### src/rtl/branch_predictor_if.sv
// Fetch/resolve bundle for branch_predictor.
// master drives f_*/r_*, slave returns p_*, redirect and counts.
interface branch_predictor_if;
  logic        f_valid;
  logic        f_stall;
  logic [31:0] f_pc;
  logic        p_valid;
  logic        p_taken;
  logic [31:0] p_target;
  logic        r_valid;
  logic        r_is_br;
  logic [31:0] r_pc;
  logic        r_bcomp;
  logic [31:0] r_target;
  logic        r_pred_taken;
  logic [31:0] r_pred_target;
  logic        mispredict;
  logic [31:0] redirect_pc;
  logic [31:0] br_count;
  logic [31:0] mp_count;

  modport master (
    output f_valid, f_stall, f_pc,
    output r_valid, r_is_br, r_pc, r_bcomp,
    output r_target, r_pred_taken, r_pred_target,
    input  p_valid, p_taken, p_target,
    input  mispredict, redirect_pc,
    input  br_count, mp_count
  );

  modport slave (
    input  f_valid, f_stall, f_pc,
    input  r_valid, r_is_br, r_pc, r_bcomp,
    input  r_target, r_pred_taken, r_pred_target,
    output p_valid, p_taken, p_target,
    output mispredict, redirect_pc,
    output br_count, mp_count
  );
endinterface

### src/rtl/branch_predictor.sv
// Bimodal 2-bit counter table + BTB, trained by execute outcome.
// Ports: clk, rst (sync, active-high), bp (slave: lookup/resolve/perf).
module branch_predictor #(
  parameter int INDEX_BITS = 6,
  parameter int CNT_INIT   = 1
) (
  input logic               clk,
  input logic               rst,
  branch_predictor_if.slave bp
);
  localparam int ENT  = 1 << INDEX_BITS;
  localparam int TAGW = 32 - INDEX_BITS - 2;

  typedef logic [INDEX_BITS-1:0] idx_t;
  typedef logic [TAGW-1:0]       tag_t;

  logic [1:0]     cnt_q [ENT];
  logic [ENT-1:0] btb_v_q;
  tag_t           btb_tag_q [ENT];
  logic [31:0]    btb_tgt_q [ENT];

  logic        p_valid_q;
  logic        p_taken_q;
  logic [31:0] p_target_q;
  logic        mp_q;
  logic [31:0] redir_q;
  logic [31:0] br_q;
  logic [31:0] mpc_q;

  idx_t        fidx;
  tag_t        ftag;
  idx_t        ridx;
  tag_t        rtag;
  logic        hit;
  logic        p_taken_d;
  logic [31:0] p_target_d;
  logic        train;
  logic        mp_d;
  logic [31:0] redir_d;
  logic [1:0]  cnt_d;

  assign fidx = bp.f_pc[INDEX_BITS+1:2];
  assign ftag = bp.f_pc[31:INDEX_BITS+2];
  assign ridx = bp.r_pc[INDEX_BITS+1:2];
  assign rtag = bp.r_pc[31:INDEX_BITS+2];

  always_comb begin
    hit        = btb_v_q[fidx] && (btb_tag_q[fidx] == ftag);
    p_taken_d  = hit && cnt_q[fidx][1];
    p_target_d = p_taken_d ? btb_tgt_q[fidx] : bp.f_pc + 32'd4;
    train      = bp.r_valid && bp.r_is_br;
    // A taken branch to a stale target is as wrong as a bad direction.
    mp_d       = train && ((bp.r_bcomp != bp.r_pred_taken) ||
                 (bp.r_bcomp && (bp.r_pred_target != bp.r_target)));
    redir_d    = bp.r_bcomp ? bp.r_target : bp.r_pc + 32'd4;
    cnt_d      = cnt_q[ridx];
    unique case (1'b1)
      bp.r_bcomp && (cnt_q[ridx] != 2'b11):
        cnt_d = cnt_q[ridx] + 2'd1;
      !bp.r_bcomp && (cnt_q[ridx] != 2'b00):
        cnt_d = cnt_q[ridx] - 2'd1;
      default:
        cnt_d = cnt_q[ridx];
    endcase
  end

  always_ff @(posedge clk) begin
    if (rst) begin
      for (int i = 0; i < ENT; i++) begin
        cnt_q[i] <= 2'(CNT_INIT);
      end
      btb_v_q    <= '0;
      p_valid_q  <= 1'b0;
      p_taken_q  <= 1'b0;
      p_target_q <= '0;
      mp_q       <= 1'b0;
      redir_q    <= '0;
      br_q       <= '0;
      mpc_q      <= '0;
    end else begin
      if (!bp.f_stall) begin
        p_valid_q <= bp.f_valid;
        if (bp.f_valid) begin
          p_taken_q  <= p_taken_d;
          p_target_q <= p_target_d;
        end
      end
      mp_q <= mp_d;
      if (mp_d) begin
        redir_q <= redir_d;
        if (mpc_q != '1) mpc_q <= mpc_q + 32'd1;
      end
      if (train) begin
        cnt_q[ridx] <= cnt_d;
        if (bp.r_bcomp) btb_v_q[ridx] <= 1'b1;
        if (br_q != '1) br_q <= br_q + 32'd1;
      end
    end
  end

  // Tag/target need no reset: gated by btb_v_q.
  always_ff @(posedge clk) begin
    if (!rst && train && bp.r_bcomp) begin
      btb_tag_q[ridx] <= rtag;
      btb_tgt_q[ridx] <= bp.r_target;
    end
  end

  assign bp.p_valid     = p_valid_q;
  assign bp.p_taken     = p_taken_q;
  assign bp.p_target    = p_target_q;
  assign bp.mispredict  = mp_q;
  assign bp.redirect_pc = redir_q;
  assign bp.br_count    = br_q;
  assign bp.mp_count    = mpc_q;
endmodule

### src/flat_wrapper.sv
// flat-port wrapper written by rule: the top's interface ports become plain ports
module branch_predictor_flat 
#(
  parameter int INDEX_BITS = 6,
  parameter int CNT_INIT   = 1
)
  (clk, rst, bp_f_valid, bp_f_stall, bp_f_pc, bp_r_valid, bp_r_is_br, bp_r_pc, bp_r_bcomp, bp_r_target, bp_r_pred_taken, bp_r_pred_target, bp_p_valid, bp_p_taken, bp_p_target, bp_mispredict, bp_redirect_pc, bp_br_count, bp_mp_count);
  branch_predictor_if bp_i ();
  input logic clk;
  input logic rst;
  input wire logic [$bits(bp_i.f_valid)-1:0] bp_f_valid;
  input wire logic [$bits(bp_i.f_stall)-1:0] bp_f_stall;
  input wire logic [$bits(bp_i.f_pc)-1:0] bp_f_pc;
  input wire logic [$bits(bp_i.r_valid)-1:0] bp_r_valid;
  input wire logic [$bits(bp_i.r_is_br)-1:0] bp_r_is_br;
  input wire logic [$bits(bp_i.r_pc)-1:0] bp_r_pc;
  input wire logic [$bits(bp_i.r_bcomp)-1:0] bp_r_bcomp;
  input wire logic [$bits(bp_i.r_target)-1:0] bp_r_target;
  input wire logic [$bits(bp_i.r_pred_taken)-1:0] bp_r_pred_taken;
  input wire logic [$bits(bp_i.r_pred_target)-1:0] bp_r_pred_target;
  output wire logic [$bits(bp_i.p_valid)-1:0] bp_p_valid;
  output wire logic [$bits(bp_i.p_taken)-1:0] bp_p_taken;
  output wire logic [$bits(bp_i.p_target)-1:0] bp_p_target;
  output wire logic [$bits(bp_i.mispredict)-1:0] bp_mispredict;
  output wire logic [$bits(bp_i.redirect_pc)-1:0] bp_redirect_pc;
  output wire logic [$bits(bp_i.br_count)-1:0] bp_br_count;
  output wire logic [$bits(bp_i.mp_count)-1:0] bp_mp_count;
  assign bp_i.f_valid = bp_f_valid;
  assign bp_i.f_stall = bp_f_stall;
  assign bp_i.f_pc = bp_f_pc;
  assign bp_i.r_valid = bp_r_valid;
  assign bp_i.r_is_br = bp_r_is_br;
  assign bp_i.r_pc = bp_r_pc;
  assign bp_i.r_bcomp = bp_r_bcomp;
  assign bp_i.r_target = bp_r_target;
  assign bp_i.r_pred_taken = bp_r_pred_taken;
  assign bp_i.r_pred_target = bp_r_pred_target;
  assign bp_p_valid = bp_i.p_valid;
  assign bp_p_taken = bp_i.p_taken;
  assign bp_p_target = bp_i.p_target;
  assign bp_mispredict = bp_i.mispredict;
  assign bp_redirect_pc = bp_i.redirect_pc;
  assign bp_br_count = bp_i.br_count;
  assign bp_mp_count = bp_i.mp_count;
  branch_predictor #(.INDEX_BITS(INDEX_BITS), .CNT_INIT(CNT_INIT)) u_core (.clk(clk), .rst(rst), .bp(bp_i));
endmodule
### config.mk
export PLATFORM = sky130hd
export DESIGN_NAME = branch_predictor_flat
export DESIGN_NICKNAME = d
export VERILOG_FILES = /design/src/rtl/branch_predictor_if.sv /design/src/rtl/branch_predictor.sv /design/src/flat_wrapper.sv
export SDC_FILE = /design/constraint.sdc
export NUM_CORES = 2
export LEC_CHECK = 0
export ABC_AREA = 1
export CORE_MARGIN = 2
export CORE_UTILIZATION = 45
export DETAILED_ROUTE_END_ITERATION = 10
export GPL_ROUTABILITY_DRIVEN = 0
export PLACE_DENSITY_LB_ADDON = 0.15
export SLEW_MARGIN = 10
export SYNTH_ARGS = -nofsm -noshare
export SYNTH_HDL_FRONTEND = slang
export SYNTH_SLANG_ARGS = --single-unit
### constraint.sdc
create_clock -name clk -period 7.32 [get_ports clk]
set_clock_uncertainty 0.1 [all_clocks]
set_input_delay 1.464 -clock clk [delete_from_list [all_inputs] [get_ports clk]]
set_output_delay 1.464 -clock clk [all_outputs]
set_load 0.005 [all_outputs]
==> metrics.yaml <==
status:
  status: "complete, no violations"
sta:
  finalMaxSlewViolations: 0
  setup_viol: 0
  tns_ns: 0
  worstMarginPinSlew_ns: 1.436
  slew_headroom_pct: 4.236
  fmax_mhz: 168.9
  finalCritPeriodShare_pct: 80.87
  grt_setup_unrepaired: "false"
  fin_crit_ns: 5.920
  hold_violations: 0
clock_tree:
  path_clk_slew_ns: 0.06
  clockRootBuffer: "clkbuf_16"
  clockBufferDepth: 4
  cts_sinks: 3907
  cts_hold_buffers: 0
  cts-htree-levels: 5
  postCtsSetupRepairBufs: 0
  cts-resized-gates: 0
  tritoncts: "built"
  clkLatencyLatePin_ns: 0.99
  cts_made_buffers: 408
cells_and_area:
  layout.nets: 13890
  stdcell_count: 18830
  drive_above_1_share_pct: 7.756
  area_growth_pct: 14.02
  final_cell_area_um2: 182000
critical_path:
  cp-end-kind: "flip-flop"
  reg2reg_from: "u_core.cnt_q[37][1]$_SDFFCE_PN0P_"
  path_class: "primary input to flip-flop"
  required_ns: 8.09
  cp_max_fo: 61
  r2r_cells: 14
  timing.rr.end: "u_core.bp.p_target[6]$_SDFFE_PP0P_"
  start_kind: "primary input"
  cp.arrival_ns: 6.69
  rrSetupSlack_ns: 3.34
logic_synthesis:
  yosysSeqAreaShare_pct: 72.28
  syn-num-nets: 13740
  synth_cell_types: 56
  syn_inst: 13600
  synth-edff-count: 3712
  avgSynthCellArea_um2: 11.74
  postSynth.asyncResetShare_pct: 0
  ys_ff_latch: 3907
  syn_area_um2: 159600
  ys_warn_count: 0
  synthFlopType: "edfxtp_1"
placed_design:
  port-buffer-count: 266
  placed_cells: 18070
  place_hpwl_um: 329600
  place_area_um2: 168700
routing:
  firstDrtPassIters: 6
  wl_per_cell_um: 31.78
  ant_nets: 0
  dr_total_vias: 115700
  drc: 0
  drt_wl_total_um: 598200
  drt-vias-per-instance: 6.146
  drt_iter0_drc: 18980
global_routing:
  grt_remaining_overflow: 0
  grt_pass1_wl_um: 824800
  grt_use_total_pct: 32.43
  grt_pass1_vias: 106900
  antenna_found_initial: 34
  grt_max_degree: 203
floorplan:
  io_pins: 267
  dieArea_um2: 359500
  initial_core_util_pct: 45.22
  core-area_um2: 353000
  dieHeight_um: 599.6
  core.rowCount: 218
  fp.dieW_um: 599.6
pwr:
  pwr-share-clk_pct: 42.9
  peakVddDrop_uv: 230.2
  pwr_density_cell_nw_per_um2: 266.7
  switching_share_pct: 23.25
  seqPwrFrac_pct: 50.6
  p_leak_nw: 61.27
  power.internal_mw: 37.25
  power_frac_comb_pct: 6.5
  power.switching_mw: 11.28
worst_hold_path:
  hold_path_end: "u_core.btb_v_q[4]$_SDFFE_PP0P_"
  hp-class: "flip-flop to flip-flop"
  hp-start: "u_core.btb_v_q[4]$_SDFFE_PP0P_"
  hold-path-cell-count: 2
job:
  drv_cap: 0
## placed cells by master, fill, tap and decap left out, types with 195 or more instances in the layout
cell                n
a21oi_1           309
buf_4             224
clkbuf_16         421
clkdlybuf4s50_1   203
dfxtp_1           195
edfxtp_1         3712
inv_1             520
nand2_1          2057
nand3_1           682
nor2_1           2341
o21ai_0          1626
o22ai_1           359
## registers in the layout, indices dropped and copies added (netlist names)
name and cells:
u_core.btb_v_q 64, u_core.bp.br_count 32, u_core.bp.p_taken 1, u_core.bp.mp_count 32, u_core.cnt_q 128, u_core.bp.redirect_pc 32
u_core.btb_tgt_q 2048, u_core.bp.p_target 32, u_core.bp.mispredict 1, u_core.btb_tag_q 1536, u_core.bp.p_valid 1
## metrics by stage
step	hold WS, ns	utilization [%]	worst slack (ns)	power [mW]
final	0.3561	51.56	1.400	48.53
after global routing	0.3844	51.55	1.351	49.63
after CTS	0.3552	51.54	1.710	48.57
after detailed placement	0.3397	47.81	0.7119	28.12
after global placement	0.3323	47.77	0.7154	28.08
after floorplan	0.3231	-	1.878	26.59
## power by group through the flow
stage	sequential, mW	clock (mW)	combinational (mW)
after global routing	24.5	21.7	3.34
after CTS	24.6	20.9	3.09
after detailed placement	25.0	0	3.08
after global placement	25.0	0	3.05
final	24.6	20.8	3.16
after floorplan	25.0	0	1.59
## worst max-delay path by stage
stage	from	to	cells past startpoint
finish	bp_f_pc[5]	u_core.bp.p_target[6]$_SDFFE_PP0P_	20
CTS	bp_f_pc[5]	u_core.bp.p_target[6]$_SDFFE_PP0P_	20
global route	bp_f_pc[5]	u_core.bp.p_target[23]$_SDFFE_PP0P_	20
floorplan	bp_r_pc[4]	u_core.btb_tag_q[32][0]$_DFFE_PP_	8
detailed placement	bp_f_pc[5]	u_core.bp.p_target[22]$_SDFFE_PP0P_	18
global placement	bp_f_pc[5]	u_core.bp.p_target[12]$_SDFFE_PP0P_	21
## area by class of cell
| type | count | area [um^2] |
|---|---|---|
| diodes | 16 | 40.04 |
| flip-flops and latches | 3907 | 115400 |
| clock inverters | 235 | 2242 |
| repair buffers | 613 | 6585 |
| inverters | 555 | 2147 |
| fillers | 30500 | 171000 |
| clock buffers | 505 | 10940 |
| well taps | 4730 | 5918 |
| multi-input cells | 8264 | 38730 |
## kinds of logic after synthesis
logic type                 synth area share (%)
AOI/OAI and AO/OA                         10.26
xor gates and xnor gates                 0.4610
adders and majority gates               0.03763
buffers and inverters                     3.785
DFF                                       72.28
and+or+nand+nor                           13.17
## layer usage
| layer | share of wire [%] | routed length [um] | vias to the layer above | global-route usage (%) |
|---|---|---|---|---|
| met5 | 0.014 | 85 | - | 0 |
| met4 | 6.7 | 40110 | 12 | 19.15 |
| li1 | - | - | 48870 | - |
| met3 | 11 | 64570 | 1443 | 5.718 |
| met2 | 44 | 266000 | 7581 | 49.07 |
| met1 | 38 | 227400 | 57790 | 44.04 |
## synthesized netlist by cell type, types with 55 or more instances
| cell | n | area [um^2] |
|---|---|---|
| edfxtp_1 | 3712 | 111500 |
| nor2_1 | 2408 | 9039 |
| nand2_1 | 2057 | 7721 |
| o21ai_0 | 1626 | 8138 |
| nand3_1 | 682 | 3413 |
| inv_1 | 524 | 1967 |
| clkbuf_1 | 455 | 1708 |
| o22ai_1 | 359 | 2246 |
| a21oi_1 | 309 | 1546 |
| buf_2 | 305 | 1526 |
| dfxtp_1 | 195 | 3904 |
| o221ai_1 | 187 | 1638 |
| o211ai_1 | 146 | 1096 |
| o21ai_1 | 113 | 565.5 |
| xor2_1 | 64 | 560.5 |
| buf_1 | 57 | 214.0 |
| a31oi_1 | 55 | 344.1 |
## worst max-delay path, stage by stage
cell	delay, ns
clkdlybuf4s50_1	0.90
inv_8	0.34
nor2_4	0.22
buf_4	0.82
nand2_1	0.11
nand2_1	0.11
inv_1	0.05
nand2_1	0.07
nand2_1	0.05
nand2_1	0.25
clkinv_1	0.18
nand3_1	0.10
nand2_1	0.06
nor2_1	0.12
nand3_1	0.22
nor2_4	0.70
nand2_4	0.39
nand2_1	0.17
nand3_1	0.08
a21oi_1	0.18
Power figures use the tool's default switching activity.
